`src/rtl/echo_req_pkg.sv`:
```
// Shared definitions for the echo request input path: header field
// positions, the say() method number and payload size, and FSM encoding.
package echo_req_pkg;

    localparam int HDR_METHOD_MSB = 31;
    localparam int HDR_METHOD_LSB = 16;
    localparam int HDR_LEN_MSB    = 15;
    localparam int HDR_LEN_LSB    = 0;

    localparam logic [15:0] METHOD_SAY    = 16'd0;
    localparam logic [15:0] SAY_SIZE_BITS = 16'd32;

    typedef enum logic [1:0] {
        ST_HDR  = 2'd0,
        ST_PAY  = 2'd1,
        ST_DROP = 2'd2
    } req_state_t;

    function automatic logic [15:0] hdr_method(input logic [31:0] word);
        return word[HDR_METHOD_MSB:HDR_METHOD_LSB];
    endfunction

    function automatic logic [15:0] hdr_len(input logic [31:0] word);
        return word[HDR_LEN_MSB:HDR_LEN_LSB];
    endfunction

endpackage

```
`src/rtl/req_fifo2.sv`:
```
// Two-entry, 32-bit registered FIFO used as the say() output buffer.
// Head is always r_data0; a push and pop together on one entry keeps
// occupancy at one. Enqueue is refused while full, even if a pop is
// happening in the same cycle.
module req_fifo2 (
    input  logic        CLK,
    input  logic        RST_N,
    input  logic [31:0] enq_v,
    input  logic        EN_enq,
    output logic        RDY_enq,
    input  logic        EN_deq,
    output logic        RDY_deq,
    output logic [31:0] first,
    output logic        RDY_first
);

    logic [1:0]  r_count;
    logic [31:0] r_data0;
    logic [31:0] r_data1;
    logic        w_do_enq;
    logic        w_do_deq;

    assign RDY_enq   = (r_count != 2'd2);
    assign RDY_deq   = (r_count != 2'd0);
    assign RDY_first = (r_count != 2'd0);
    assign first     = r_data0;
    assign w_do_enq  = EN_enq & RDY_enq;
    assign w_do_deq  = EN_deq & RDY_deq;

    // Storage and occupancy update for push, pop, or both.
    always_ff @(posedge CLK or negedge RST_N) begin
        if (!RST_N) begin
            r_count <= 2'd0;
            r_data0 <= 32'd0;
            r_data1 <= 32'd0;
        end else begin
            case ({w_do_enq, w_do_deq})
                2'b10: begin
                    if (r_count == 2'd0) begin
                        r_data0 <= enq_v;
                    end else begin
                        r_data1 <= enq_v;
                    end
                    r_count <= r_count + 2'd1;
                end
                2'b01: begin
                    r_data0 <= r_data1;
                    r_count <= r_count - 2'd1;
                end
                2'b11: begin
                    if (r_count == 2'd1) begin
                        r_data0 <= enq_v;
                    end else begin
                        r_data0 <= r_data1;
                        r_data1 <= enq_v;
                    end
                end
                default: begin
                    r_count <= r_count;
                end
            endcase
        end
    end

endmodule

```
`src/rtl/echo_request_input.sv`:
```
// Echo request input: parses the portal word stream into messages and
// turns method-0 (say) payloads into EN_say/say_v calls through a 2-entry
// buffer. Unknown, oversize or malformed messages are skipped.
// Optional feature: define ECHO_REQ_ERRCNT_EN to add the saturating
// err_count output counting erroneous headers.
module echo_request_input
    import echo_req_pkg::*;
#(
    parameter int MAX_LEN = 8
) (
    input  logic        CLK,
    input  logic        RST_N,
    input  logic [31:0] portalIfc_requests_0_enq_v,
    input  logic        EN_portalIfc_requests_0_enq,
    output logic        RDY_portalIfc_requests_0_enq,
    input  logic [15:0] portalIfc_messageSize_size_methodNumber,
    output logic [15:0] portalIfc_messageSize_size,
    output logic        RDY_portalIfc_messageSize_size,
    output logic [31:0] say_v,
    output logic        EN_say,
    input  logic        RDY_say
`ifdef ECHO_REQ_ERRCNT_EN
    ,
    output logic [15:0] err_count
`endif
);

    localparam logic [15:0] MAX_LEN_W = 16'(MAX_LEN);

    req_state_t  r_state;
    logic [15:0] r_drop_cnt;

    logic        w_rdy_enq;
    logic        w_enq_fire;
    logic [15:0] w_method;
    logic [15:0] w_len;
    logic        w_is_say;
    logic        w_fifo_enq;
    logic        w_fifo_rdy_enq;
    logic        w_fifo_rdy_deq;
    logic        w_fifo_rdy_first;
    logic [31:0] w_fifo_first;

    assign w_method   = hdr_method(portalIfc_requests_0_enq_v);
    assign w_len      = hdr_len(portalIfc_requests_0_enq_v);
    assign w_is_say   = (w_method == METHOD_SAY) && (w_len == 16'd1) && (w_len <= MAX_LEN_W);
    assign w_enq_fire = EN_portalIfc_requests_0_enq & w_rdy_enq;
    assign w_fifo_enq = w_enq_fire & (r_state == ST_PAY);

    // Input ready: only a say payload can be held off, and only by a full buffer.
    always_comb begin
        w_rdy_enq = 1'b1;
        case (r_state)
            ST_PAY:  w_rdy_enq = w_fifo_rdy_enq;
            ST_HDR:  w_rdy_enq = 1'b1;
            ST_DROP: w_rdy_enq = 1'b1;
            default: w_rdy_enq = 1'b1;
        endcase
    end

    assign RDY_portalIfc_requests_0_enq = w_rdy_enq;

    // Method size query is pure decode so it keeps working through reset.
    always_comb begin
        if (portalIfc_messageSize_size_methodNumber == METHOD_SAY) begin
            portalIfc_messageSize_size = SAY_SIZE_BITS;
        end else begin
            portalIfc_messageSize_size = 16'd0;
        end
    end

    assign RDY_portalIfc_messageSize_size = 1'b1;

    // Message framing FSM: header decode, say payload capture, discard count.
    always_ff @(posedge CLK or negedge RST_N) begin
        if (!RST_N) begin
            r_state    <= ST_HDR;
            r_drop_cnt <= 16'd0;
        end else if (w_enq_fire) begin
            case (r_state)
                ST_HDR: begin
                    if (w_len == 16'd0) begin
                        r_state <= ST_HDR;
                    end else if (w_is_say) begin
                        r_state <= ST_PAY;
                    end else begin
                        r_state    <= ST_DROP;
                        r_drop_cnt <= w_len;
                    end
                end
                ST_PAY: begin
                    r_state <= ST_HDR;
                end
                ST_DROP: begin
                    r_drop_cnt <= r_drop_cnt - 16'd1;
                    if (r_drop_cnt == 16'd1) begin
                        r_state <= ST_HDR;
                    end else begin
                        r_state <= ST_DROP;
                    end
                end
                default: begin
                    r_state    <= ST_HDR;
                    r_drop_cnt <= 16'd0;
                end
            endcase
        end else begin
            r_state <= r_state;
        end
    end

`ifdef ECHO_REQ_ERRCNT_EN
    logic        w_hdr_err;
    logic [15:0] r_err_count;

    // Any accepted header that is not a well-formed say call is an error.
    assign w_hdr_err = w_enq_fire & (r_state == ST_HDR) & ~w_is_say;

    // Saturating count of erroneous headers.
    always_ff @(posedge CLK or negedge RST_N) begin
        if (!RST_N) begin
            r_err_count <= 16'd0;
        end else if (w_hdr_err && (r_err_count != 16'hFFFF)) begin
            r_err_count <= r_err_count + 16'd1;
        end else begin
            r_err_count <= r_err_count;
        end
    end

    assign err_count = r_err_count;
`endif

    req_fifo2 u_out_fifo (
        .CLK       (CLK),
        .RST_N     (RST_N),
        .enq_v     (portalIfc_requests_0_enq_v),
        .EN_enq    (w_fifo_enq),
        .RDY_enq   (w_fifo_rdy_enq),
        .EN_deq    (EN_say),
        .RDY_deq   (w_fifo_rdy_deq),
        .first     (w_fifo_first),
        .RDY_first (w_fifo_rdy_first)
    );

    assign EN_say = w_fifo_rdy_first & w_fifo_rdy_deq & RDY_say;
    assign say_v  = w_fifo_first;

endmodule

```
`config.mk`:
```
export PLATFORM = sky130hd
export DESIGN_NAME = echo_request_input
export DESIGN_NICKNAME = d
export VERILOG_FILES = /design/src/rtl/echo_req_pkg.sv /design/src/rtl/req_fifo2.sv /design/src/rtl/echo_request_input.sv
export SDC_FILE = /design/constraint.sdc
export NUM_CORES = 1
export LEC_CHECK = 0
export CAP_MARGIN = 20
export CORE_UTILIZATION = 30
export CTS_CLUSTER_SIZE = 20
export DETAILED_ROUTE_END_ITERATION = 8
export HOLD_SLACK_MARGIN = 0.1
export SKIP_CTS_REPAIR_TIMING = 1
export SLEW_MARGIN = 20
export SYNTH_ARGS = -nofsm -noshare
export SYNTH_HDL_FRONTEND = slang
export SYNTH_SLANG_ARGS = --single-unit
export TNS_END_PERCENT = 5
```
`constraint.sdc`:
```
create_clock -name CLK -period 2.36 [get_ports CLK]
set_clock_uncertainty 0.2 [all_clocks]
set_input_delay 0.59 -clock CLK [delete_from_list [all_inputs] [get_ports CLK]]
set_output_delay 0.59 -clock CLK [all_outputs]
set_load 0.02 [all_outputs]
```
; ---- Word-level counts from Yosys, hierarchy flattened
; Index checks and enable logic that the tools add are counted.
[classes]
n_lt_le_gt_ge = 1
n_bitwise = 6
addsub = 3
n_eq_ne = 14
n_reduce_logical = 14
mux = 16
[ops]
columns = op, n
row1 = two-way mux 32 bit, 4
row2 = one-hot mux 32 bit (3 select lines), 1
row3 = one-hot mux 32 bit (2 select lines), 1
row4 = zero test 16 bit, 3
row5 = one-hot mux 16 bit (3 select lines), 1
row6 = == test 16 x 1 -> 1 bit (second input constant), 2
row7 = two-way mux 16 bit, 2
row8 = less-or-equal comparator 16 x 4 -> 1 bit (second input constant), 1
row9 = subtractor 16 x 1 -> 16 bit (second input constant), 1
row10 = inequality test 2 bit (second input constant), 5
row11 = one-hot mux 2 bit (2 select lines), 2
row12 = == test 2 x 1 -> 1 bit (second input constant), 3
row13 = == test 2 bit (second input constant), 3
row14 = two-way mux 2 bit, 3
row15 = two-way mux 6 bit, 1
row16 = nonzero test 2 bit, 3
row17 = bitwise AND 1 bit, 5
row18 = zero test 2 bit, 2
row19 = AND reduction 4 bit, 1
row20 = AND reduction 3 bit, 1
row21 = nonzero test 3 bit, 1
row22 = adder 2 x 1 -> 2 bit (second input constant), 1
row23 = logical AND 1 bit, 2
row24 = inequality test 2 x 1 -> 1 bit (second input constant), 1
row25 = other kinds (4), 4
[totals]
word_cells = 59
in_bits = 52
ff_bits = 84

; ---- Depth between registers and ports, before layout
; Gate-level depths: netlist of run 1.
[logic_depth]
word_depth = 8
mapped_depth = 10

; ---- Hierarchy
; Synthesis of run 1 repeated with hierarchy kept, for this count alone.
[hier_totals]
cells_unflattened = 465
hier_area_um2 = 4659.5
[modules_own_cells]
columns = mod, cells_each, n_inst, area_per_inst_um2
row1 = req_fifo2, 285, 1, 3189.3
row2 = echo_request_input, 180, 1, 1470.2

; ---- Worst setup path before layout of run 1
; Ideal clock, no wire load.
[synth_path]
kind = reg2reg
from = register u_out_fifo.r_count[0]
to = register u_out_fifo.r_data1[10]
required_ps = 2035
arrival_ps = 2178
path_buffers = 1
stages_incl_launch_ff = 9
path_slack_ps = -143
cell_sequence = dfrtp_1 inv_1 ha_1 nand2b_1 inv_1 ha_1 o211a_1 buf_1 mux2_2
[synth_via]
word_cells_on_any_way = 17
cone_classes = eq/ne: 6 / mux: 2 / bitwise: 5 / reduce/logical: 4
[synth_rtl]
columns = element, line_no
row1 = from (decl), req_fifo2.sv:17  ; logic [1:0] r_count;
row2 = from (signal assigned), req_fifo2.sv:44  ; r_count <= r_count + 2'd1;
row3 = from (signal assigned), req_fifo2.sv:48  ; r_count <= r_count - 2'd1;
row4 = from (signal assigned), req_fifo2.sv:59  ; r_count <= r_count;
row5 = nonzero test 2 bit *, "req_fifo2.sv:24, req_fifo2.sv:25"
row6 = bitwise AND 1 bit *, echo_request_input.sv:145  ; assign EN_say = w_fifo_rdy_first & w_fifo_rdy_deq & RDY_say;
row7 = named net EN_say, echo_request_input.sv:20  ; output logic EN_say,
row8 = bitwise AND 1 bit *, req_fifo2.sv:28  ; assign w_do_deq = EN_deq & RDY_deq;
row9 = == test 2 bit, req_fifo2.sv:37  ; case ({w_do_enq, w_do_deq})
row10 = inequality test 2 bit (no source line) / nonzero test 2 bit (equally long branches), -
row11 = AND reduction 3 bit (no source line), -
row12 = to (signal assigned), req_fifo2.sv:42  ; r_data1 <= enq_v;
row13 = to (signal assigned), req_fifo2.sv:55  ; r_data1 <= enq_v;
row14 = to (decl), req_fifo2.sv:19  ; logic [31:0] r_data1;
; Mark *: on every way through the listed nets, which the timed path passes. The rest lies on a longest branch.
; A chain may end at the register's enable or synchronous reset.

; ---- Worst setup path after layout of run 1
[layout_path]
from = input portalIfc_messageSize_size_methodNumber[9]
to = output portalIfc_messageSize_size[5]
[layout_via]
elab_chain_cells = 2
[layout_rtl]
columns = element, line_no
row1 = from (decl), echo_request_input.sv:16  ; input logic [15:0] portalIfc_messageSize_size_methodNumber,
row2 = zero test 16 bit, echo_request_input.sv:65  ; if (portalIfc_messageSize_size_methodNumber == METHOD_SAY) begin
row3 = two-way mux 6 bit, echo_request_input.sv:65
row4 = to (decl), echo_request_input.sv:17  ; output logic [15:0] portalIfc_messageSize_size,
; No other way between the ends.

==> results of run 1 <==
flip-flops by register name, indices dropped and copies added, names as in the netlist:
name                cells
u_out_fifo.r_count      2
u_out_fifo.first       32
r_state                 2
r_drop_cnt             16
u_out_fifo.r_data1     32
worst max-delay path, stage by stage:
cell             delay, ns
clkdlybuf4s50_1       0.42
nor4_1                0.31
and4_1                0.22
buf_4                 0.13
per-layer routing:
layer | wire length [µm] | up-vias | share of wire (%) | global-route usage [%]
met4 | 157 | 0 | 1.3 | 6.86
met3 | 621 | 9 | 5.2 | 2.88
met1 | 5220 | 1862 | 43 | 21.5
met5 | 0 | - | 0 | 0
met2 | 6050 | 108 | 50 | 28.3
li1 | - | 1792 | - | -
cells in the mapped netlist, drive strengths merged, types with 2 or more instances:
cell type   n  area [µm²]
clkbuf     16        60.1
nor2       20        75.1
nand3b      3        22.5
nand4       5        43.8
a211o       2        17.5
nor4       14         130
o31ai       3        22.5
a22o        2        17.5
o2bb2ai     3        26.3
xnor2       2        17.5
a221o       4        40.0
o21a        2        15.0
and2        3        18.8
conb        2        7.51
a21oi      14        70.1
ha          8         100
nand3       5        25.0
mux2i       3        30.0
nand2b      2        12.5
buf        22         155
nor3b       2        20.0
mux2       33         372
nor2b       2        12.5
nor3        7        35.0
o21ai      39         195
inv        17        63.8
o221ai      2        17.5
nand2      42         158
o22ai       2        12.5
a31oi       5        31.3
a22oi      33         262
nor4b       2        32.5
dfrtp      84        2100
where the power goes:
part           switching [mW]  internal, mW
combinational            1.33          1.26
clock                   0.566         0.741
sequential              0.350          1.88
total                    2.25          3.88
path summary, 6_finish.rpt:
kind | startpoint | end | cells after the start
max in group asynchronous | RST_N | r_drop_cnt[14] | 3
worst max register to register | u_out_fifo.r_count[0] | u_out_fifo.r_data1[23] | 9
min in group asynchronous | RST_N | u_out_fifo.r_count[0] | 2
worst min-delay path | u_out_fifo.first[12] | u_out_fifo.first[12] | 2
worst max-delay path | portalIfc_messageSize_size_methodNumber[9] | portalIfc_messageSize_size[5] | 4
worst min register to register | u_out_fifo.first[12] | u_out_fifo.first[12] | 2
layout make-up:
class	instances	area share [%]
clock buffers	12	3.88
multi-input cells	293	34.5
flip-flops and latches	84	33.1
repair buffers	158	23.6
clock inverters	4	0.374
inverters	17	1.00
well taps	180	3.55
logic make-up after synthesis:
| group | after synthesis | share of synthesized area, % |
|---|---|---|
| adders and majority gates | 8 | 2.30 |
| and+or+nand+nor | 112 | 14.4 |
| xor gates and xnor gates | 3 | 0.605 |
| muxes | 36 | 9.24 |
| other | 2 | 0.173 |
| DFF | 84 | 48.4 |
| buffers and inverters | 55 | 6.42 |
| AOI/OAI and AO/OA | 118 | 18.5 |
through the flow:
stage               area (µm²)  utilization [%]
CTS                       6130             43.8
global placement          5860             41.9
floorplan                 4400                -
detailed placement        5860             41.9
global route              6350             45.4
finish                    6350             45.4
==> results.json, run 1 <==
{
  "tns_ns": -0.104,
  "drt_iter0_drc": 177,
  "synth_cell_type_count": 55,
  "regArea_mm2": 0.00210,
  "nets": 623,
  "netlist_area_mm2": 0.00435,
  "clk_latency_ns": 0.34,
  "grt_max_degree": 65,
  "vias_per_cell": 5.04,
  "status": "finished, violations left",
  "reg2reg_slack_ns": 0.03,
  "ant_nets": 0,
  "setup_viol": 1,
  "area_delta_synth_final_pct": 46.1,
  "syn_inst": 418,
  "slew_headroom_pct": 51.7,
  "portBuffers": 86,
  "gp_routability_congestion": 0.865,
  "clkSinkCount": 84,
  "cts_buffers": 9,
  "cp.arrival_ns": 1.67,
  "grt_pass1_vias": 3805,
  "timing.hold.ws_ns": 0.275,
  "period_minus_slack_ns": 2.46,
  "synth_ff_type": "dfrtp_1",
  "drive_gt1_share_pct": 27.5,
  "finalNonFillerCells": 748,
  "violations": "setup timing",
  "final_cell_mix": "dfrtp_1, clkdlybuf4s50_1, buf_4, nand2_1, mux2_2",
  "htreeDepth": 3,
  "multi_input_area_mm2": 0.00219,
  "cp.required_ns": 1.57,
  "dr.pass1.iters": 5,
  "start_util_pct": 31.1,
  "overflow": 0,
  "synth_seq_cells": 84,
  "pin_count": 103,
  "synthArstFlopShare_pct": 100,
  "hpwl_um": 8380,
  "ys_seq_area_share_pct": 48.4,
  "fill_cells": 1338,
  "num_antenna_cells": 0,
  "die_y_um": 122,
  "antenna_found_initial": 0,
  "grt_usage_pct": 16.9,
  "max_freq_mhz": 406,
  "post-place-cells": 729,
  "peakVddDrop_mv": 0.418,
  "hp-class": "reg2reg",
  "worstSetupStartpointType": "input port",
  "grt_pass1_wl_um": 19400,
  "die_area_mm2": 0.0150,
  "power_leakage_nw": 2.78,
  "cts_root_buf": "clkbuf_16",
  "num_vias": 3771,
  "worstMarginPinSlew_ns": 0.718,
  "row_count": 43,
  "wl_per_cell_um": 16.1,
  "clock_path_buffers": 2,
  "fin_crit_sh_pct": 104,
  "final_common_cell": "dfrtp_1",
  "rsz0062_at_grt": "yes",
  "dp_slack_ns": -0.542,
  "fin_total_pwr_mw": 6.13,
  "route.detailed.drc": 0,
  "drv_cap": 0,
  "coreArea_mm2": 0.0140,
  "powerDensity_mw_per_mm2": 965,
  "cp-end-kind": "primary output",
  "setup_slack_ns": -0.104,
  "hold_viol": 0,
  "clkTransAtPathRegs_ns": 0.06,
  "cts_tree": "yes",
  "worstSetupPathType": "in2out",
  "die_w_um": 122,
  "crit_fanout": 1,
  "finalMaxSlewViolations": 0,
  "synth_area_per_cell_um2": 10.4,
  "synth_edf_count": 0,
  "wirelength_um": 12100,
  "ys_warn_count": 0
}
No activity file was read; power rests on OpenSTA's default activity.
==> inputs of run 2 (changes only) <==
--- a/config.mk
+++ b/config.mk
@@ -5,11 +5,11 @@
 export SDC_FILE = /design/constraint.sdc
 export NUM_CORES = 1
 export LEC_CHECK = 0
-export CAP_MARGIN = 20
 export CORE_UTILIZATION = 30
 export CTS_CLUSTER_SIZE = 20
 export DETAILED_ROUTE_END_ITERATION = 8
 export HOLD_SLACK_MARGIN = 0.1
+export RECOVER_POWER = 100
 export SKIP_CTS_REPAIR_TIMING = 1
 export SLEW_MARGIN = 20
 export SYNTH_ARGS = -nofsm -noshare
==> constraint.sdc (replaced) <==
create_clock -name CLK -period 2.36 [get_ports CLK]
set_clock_uncertainty 0.2 [all_clocks]
set_input_delay 0.354 -clock CLK [delete_from_list [all_inputs] [get_ports CLK]]
set_output_delay 0.354 -clock CLK [all_outputs]
set_load 0.02 [all_outputs]
==> results.json, run 2 (synthesis gave the netlist of run 1 again) <==
{
  "p_comb_share_pct": 39.5,
  "violations": "setup timing",
  "rsz0062_at_grt": "yes",
  "clk_latency_ns": 0.34,
  "dr.pass1.iters": 6,
  "hp-class": "reg2reg",
  "grt_usage_pct": 16.2,
  "power.internal_mw": 3.77,
  "setup_viol": 1,
  "worstSetupPathType": "reg2out",
  "dpl-instance-area_mm2": 0.00580,
  "post-place-cells": 723,
  "powerDensity_mw_per_mm2": 973,
  "cp-end-kind": "primary output",
  "final_common_cell": "dfrtp_1",
  "fin_crit_sh_pct": 101,
  "clock_path_buffers": 2,
  "drv_cap": 0,
  "row_count": 43,
  "route.detailed.drc": 0,
  "cp.required_ns": 1.81,
  "fin_total_pwr_mw": 5.91,
  "worstMarginPinSlew_ns": 1.03,
  "grt_pass1_wl_um": 18400,
  "cts_buffers": 9,
  "dp_slack_ns": -0.286,
  "die_y_um": 122,
  "ant_nets": 0,
  "max_freq_mhz": 418,
  "cts_tree": "yes",
  "num_antenna_cells": 0,
  "portBuffers": 86,
  "slew_headroom_pct": 31.4,
  "drt_iter0_drc": 198,
  "gp_routability_congestion": 0.863,
  "overflow": 0,
  "timing.hold.ws_ns": 0.274,
  "period_minus_slack_ns": 2.39,
  "area_delta_synth_final_pct": 39.7,
  "grt_pass1_vias": 3601,
  "status": "finished, violations left",
  "crit_fanout": 31,
  "wirelength_um": 11500,
  "power.switching_mw": 2.14,
  "cp.arrival_ns": 1.84,
  "final_cell_mix": "dfrtp_1, buf_4, clkdlybuf4s50_1, nand2_1, o21ai_0",
  "hold_viol": 0,
  "antenna_found_initial": 0,
  "fin_area_mm2": 0.00607,
  "pwr-share-clk_pct": 22.9,
  "nets": 615,
  "drive_gt1_share_pct": 22.6,
  "grt_max_degree": 58,
  "finalNonFillerCells": 738,
  "hpwl_um": 8390,
  "peakVddDrop_mv": 0.401,
  "finalMaxSlewViolations": 0,
  "htreeDepth": 3,
  "seq_power_share_pct": 37.6,
  "power_leakage_nw": 2.74,
  "start_util_pct": 31.1,
  "post-route-util_pct": 43.4,
  "die_w_um": 122,
  "setup_slack_ns": -0.0312,
  "coreArea_mm2": 0.0140,
  "clkTransAtPathRegs_ns": 0.06,
  "clkSinkCount": 84,
  "worstSetupStartpointType": "register",
  "pin_count": 103,
  "wl_per_cell_um": 15.5,
  "p_sw_share_pct": 36.2,
  "die_area_mm2": 0.0150,
  "tns_ns": -0.0312,
  "vias_per_cell": 5.01,
  "cts_root_buf": "clkbuf_16",
  "num_vias": 3695
}
==> run 2: changes by cell type in the layout (fill, tap and decap cells not counted), moves of 3 or more <==
cell and delta:
clkdlybuf4s50_1 -31, clkbuf_2 +5, buf_4 -14, a22oi_1 +10, nor4_1 +5, clkbuf_1 +4
nor4_2 -3, a22oi_2 -10, o21ai_1 -6, dlygate4sd3_1 +32, o21ai_0 +6
==> run 2: worst paths after layout <==
kind	start	to	slack (ns)	cells after the start
max	r_state[1]	RDY_portalIfc_requests_0_enq	-0.03	3
max in group asynchronous	RST_N	u_out_fifo.r_data1[4]	0.39	3
max reg2reg	u_out_fifo.r_count[1]	u_out_fifo.r_data1[6]	0.11	9
min in group asynchronous	RST_N	u_out_fifo.r_data1[26]	0.53	2
min reg2reg	u_out_fifo.first[13]	u_out_fifo.first[13]	0.27	2
min	u_out_fifo.first[13]	u_out_fifo.first[13]	0.27	2
==> run 2: worst max-delay path: stages, from the launching register on <==
cell and delay [ns]:
dfrtp_1 0.38, buf_6 0.26, nand3b_1 0.22, clkdlybuf4s50_1 0.63
==> run 2: power groups by stage <==
stage / registers (mW) / clock network (mW) / logic, mW
after floorplan: 2.52 / 0 / 1.01
after global placement: 2.24 / 0 / 2.41
after detailed placement: 2.26 / 0 / 2.44
after CTS: 2.24 / 1.39 / 2.45
after global routing: 2.29 / 1.44 / 2.59
final: 2.22 / 1.35 / 2.33
==> run 2: metal layers <==
| layer | part of all wire [%] | vias up | track usage, % |
|---|---|---|---|
| met5 | 0 | - | 0 |
| met4 | 2.7 | 0 | 8.31 |
| met3 | 5.0 | 17 | 3.02 |
| met2 | 49 | 97 | 26.8 |
| met1 | 43 | 1812 | 20.0 |
| li1 | - | 1769 | - |
==> run 2: cell type report <==
class,instances,area (µm²)
Clock buffer,11,233
Clock inverter,3,40.0
Fill cell,1370,7920
Inverter,17,63.8
Multi-Input combinational cell,293,2040
Sequential cell,84,2100
Tap cell,180,225
Timing Repair Buffer,150,1370
==> inputs of run 3 (changes only) <==
--- a/config.mk
+++ b/config.mk
@@ -5,6 +5,7 @@
 export SDC_FILE = /design/constraint.sdc
 export NUM_CORES = 1
 export LEC_CHECK = 0
+export CORE_ASPECT_RATIO = 0.75
 export CORE_UTILIZATION = 30
 export CTS_CLUSTER_SIZE = 20
 export DETAILED_ROUTE_END_ITERATION = 8
==> results.json, run 3 (synthesis gave the netlist of run 1 again) <==
{
  "num_vias": 3706,
  "gp_routability_congestion": 0.869,
  "rsz0062_at_grt": "yes",
  "peakVddDrop_mv": 0.409,
  "cts_buffers": 9,
  "powerDensity_mw_per_mm2": 988,
  "cp.required_ns": 1.81,
  "cts_tree": "yes",
  "nets": 616,
  "drv_cap": 0,
  "die_area_mm2": 0.0150,
  "crit_fanout": 31,
  "pin_count": 103,
  "final_cell_mix": "dfrtp_1, buf_4, clkdlybuf4s50_1, nand2_1, dlygate4sd3_1",
  "grt_pass1_wl_um": 19200,
  "setup_slack_ns": -0.0246,
  "vias_per_cell": 4.90,
  "max_freq_mhz": 419,
  "portBuffers": 86,
  "cts_root_buf": "clkbuf_16",
  "final_common_cell": "dfrtp_1",
  "setup_viol": 1,
  "dp_slack_ns": -0.311,
  "dr.pass1.iters": 5,
  "route.detailed.drc": 0,
  "clkTransAtPathRegs_ns": 0.06,
  "antenna_found_initial": 0,
  "drive_gt1_share_pct": 23.5,
  "start_util_pct": 31.2,
  "grt_usage_pct": 16.6,
  "area_delta_synth_final_pct": 42.0,
  "die_y_um": 106,
  "drt_iter0_drc": 245,
  "power_leakage_nw": 2.76,
  "slew_headroom_pct": 30.8,
  "grt_pass1_vias": 3627,
  "clock_path_buffers": 2,
  "fin_total_pwr_mw": 6.10,
  "hpwl_um": 8950,
  "post-route-util_pct": 44.3,
  "violations": "setup timing",
  "hp-class": "reg2reg",
  "r2r_cells": 9,
  "clkSinkCount": 84,
  "period_minus_slack_ns": 2.38,
  "htreeDepth": 3,
  "coreArea_mm2": 0.0139,
  "wirelength_um": 11700,
  "die_w_um": 141,
  "row_count": 37,
  "wl_per_cell_um": 15.4,
  "overflow": 0,
  "worstSetupPathType": "reg2out",
  "worstMarginPinSlew_ns": 1.04,
  "cp.arrival_ns": 1.83,
  "fin_crit_sh_pct": 101,
  "hold_depth": 2,
  "ant_nets": 0,
  "cp-end-kind": "primary output",
  "status": "finished, violations left",
  "finalMaxSlewViolations": 0,
  "clk_latency_ns": 0.34,
  "worstSetupStartpointType": "register",
  "grt_max_degree": 48,
  "hold_viol": 0,
  "num_antenna_cells": 0
}
==> run 3: cell count changes in the layout (fill, tap and decap cells not counted), moves of 3 or more <==
cell	before	now
a22oi_1	30	27
a22oi_2	2	5
buf_4	52	55
clkbuf_1	6	3
clkbuf_2	5	2
o21ai_0	38	32
o21ai_1	1	7
==> run 3: final timing paths <==
kind / from / end / slack, ns
max: r_state[1] / RDY_portalIfc_requests_0_enq / -0.02
min: u_out_fifo.first[3] / u_out_fifo.first[3] / 0.28
max reg2reg: u_out_fifo.r_count[1] / u_out_fifo.r_data1[23] / 0.10
min reg2reg: u_out_fifo.first[3] / u_out_fifo.first[3] / 0.28
max in group asynchronous: RST_N / u_out_fifo.first[6] / 0.26
min in group asynchronous: RST_N / u_out_fifo.first[27] / 0.55
==> run 3: power by group <==
group	internal [mW]	switching (mW)	total, mW
clock	0.836	0.615	1.45
sequential	1.88	0.339	2.21
combinational	1.13	1.31	2.43
total	3.84	2.26	6.10
==> run 3: final cells by class <==
cell class                 count  area [µm²]
timing repair buffer         151        1390
fill                        1337        7760
clock inverter                 7        82.6
inverter                      17        66.3
multi-input combinational    293        2060
clock buffer                   9         225
sequential                    84        2100
tap                          195         244
==> run 3: through the flow <==
stage,instances,setup TNS [ns],hold slack [ns],cell area [µm²]
after floorplan,432,-2.79,-0.142,4400
after global placement,739,-12.80,0.172,5850
after detailed placement,739,-17.84,0.186,5850
after CTS,755,-2.06,-0.189,6160
after global routing,756,-4.86,0.311,6170
final,756,-0.0246,0.275,6170
==> run 3: layer usage <==
| layer | GRT usage [%] | vias to the layer above | share of wire, % |
|---|---|---|---|
| met5 | 0 | - | 0 |
| li1 | - | 1770 | - |
| met2 | 24.6 | 114 | 45 |
| met4 | 4.89 | 0 | 1.4 |
| met3 | 5.14 | 20 | 6.3 |
| met1 | 23.3 | 1802 | 47 |
==> run 3: worst max-delay path, cell delays in order (launching register included) <==
cell	delay, ns
dfrtp_1	0.40
buf_6	0.26
nand3b_1	0.19
clkdlybuf4s50_1	0.63
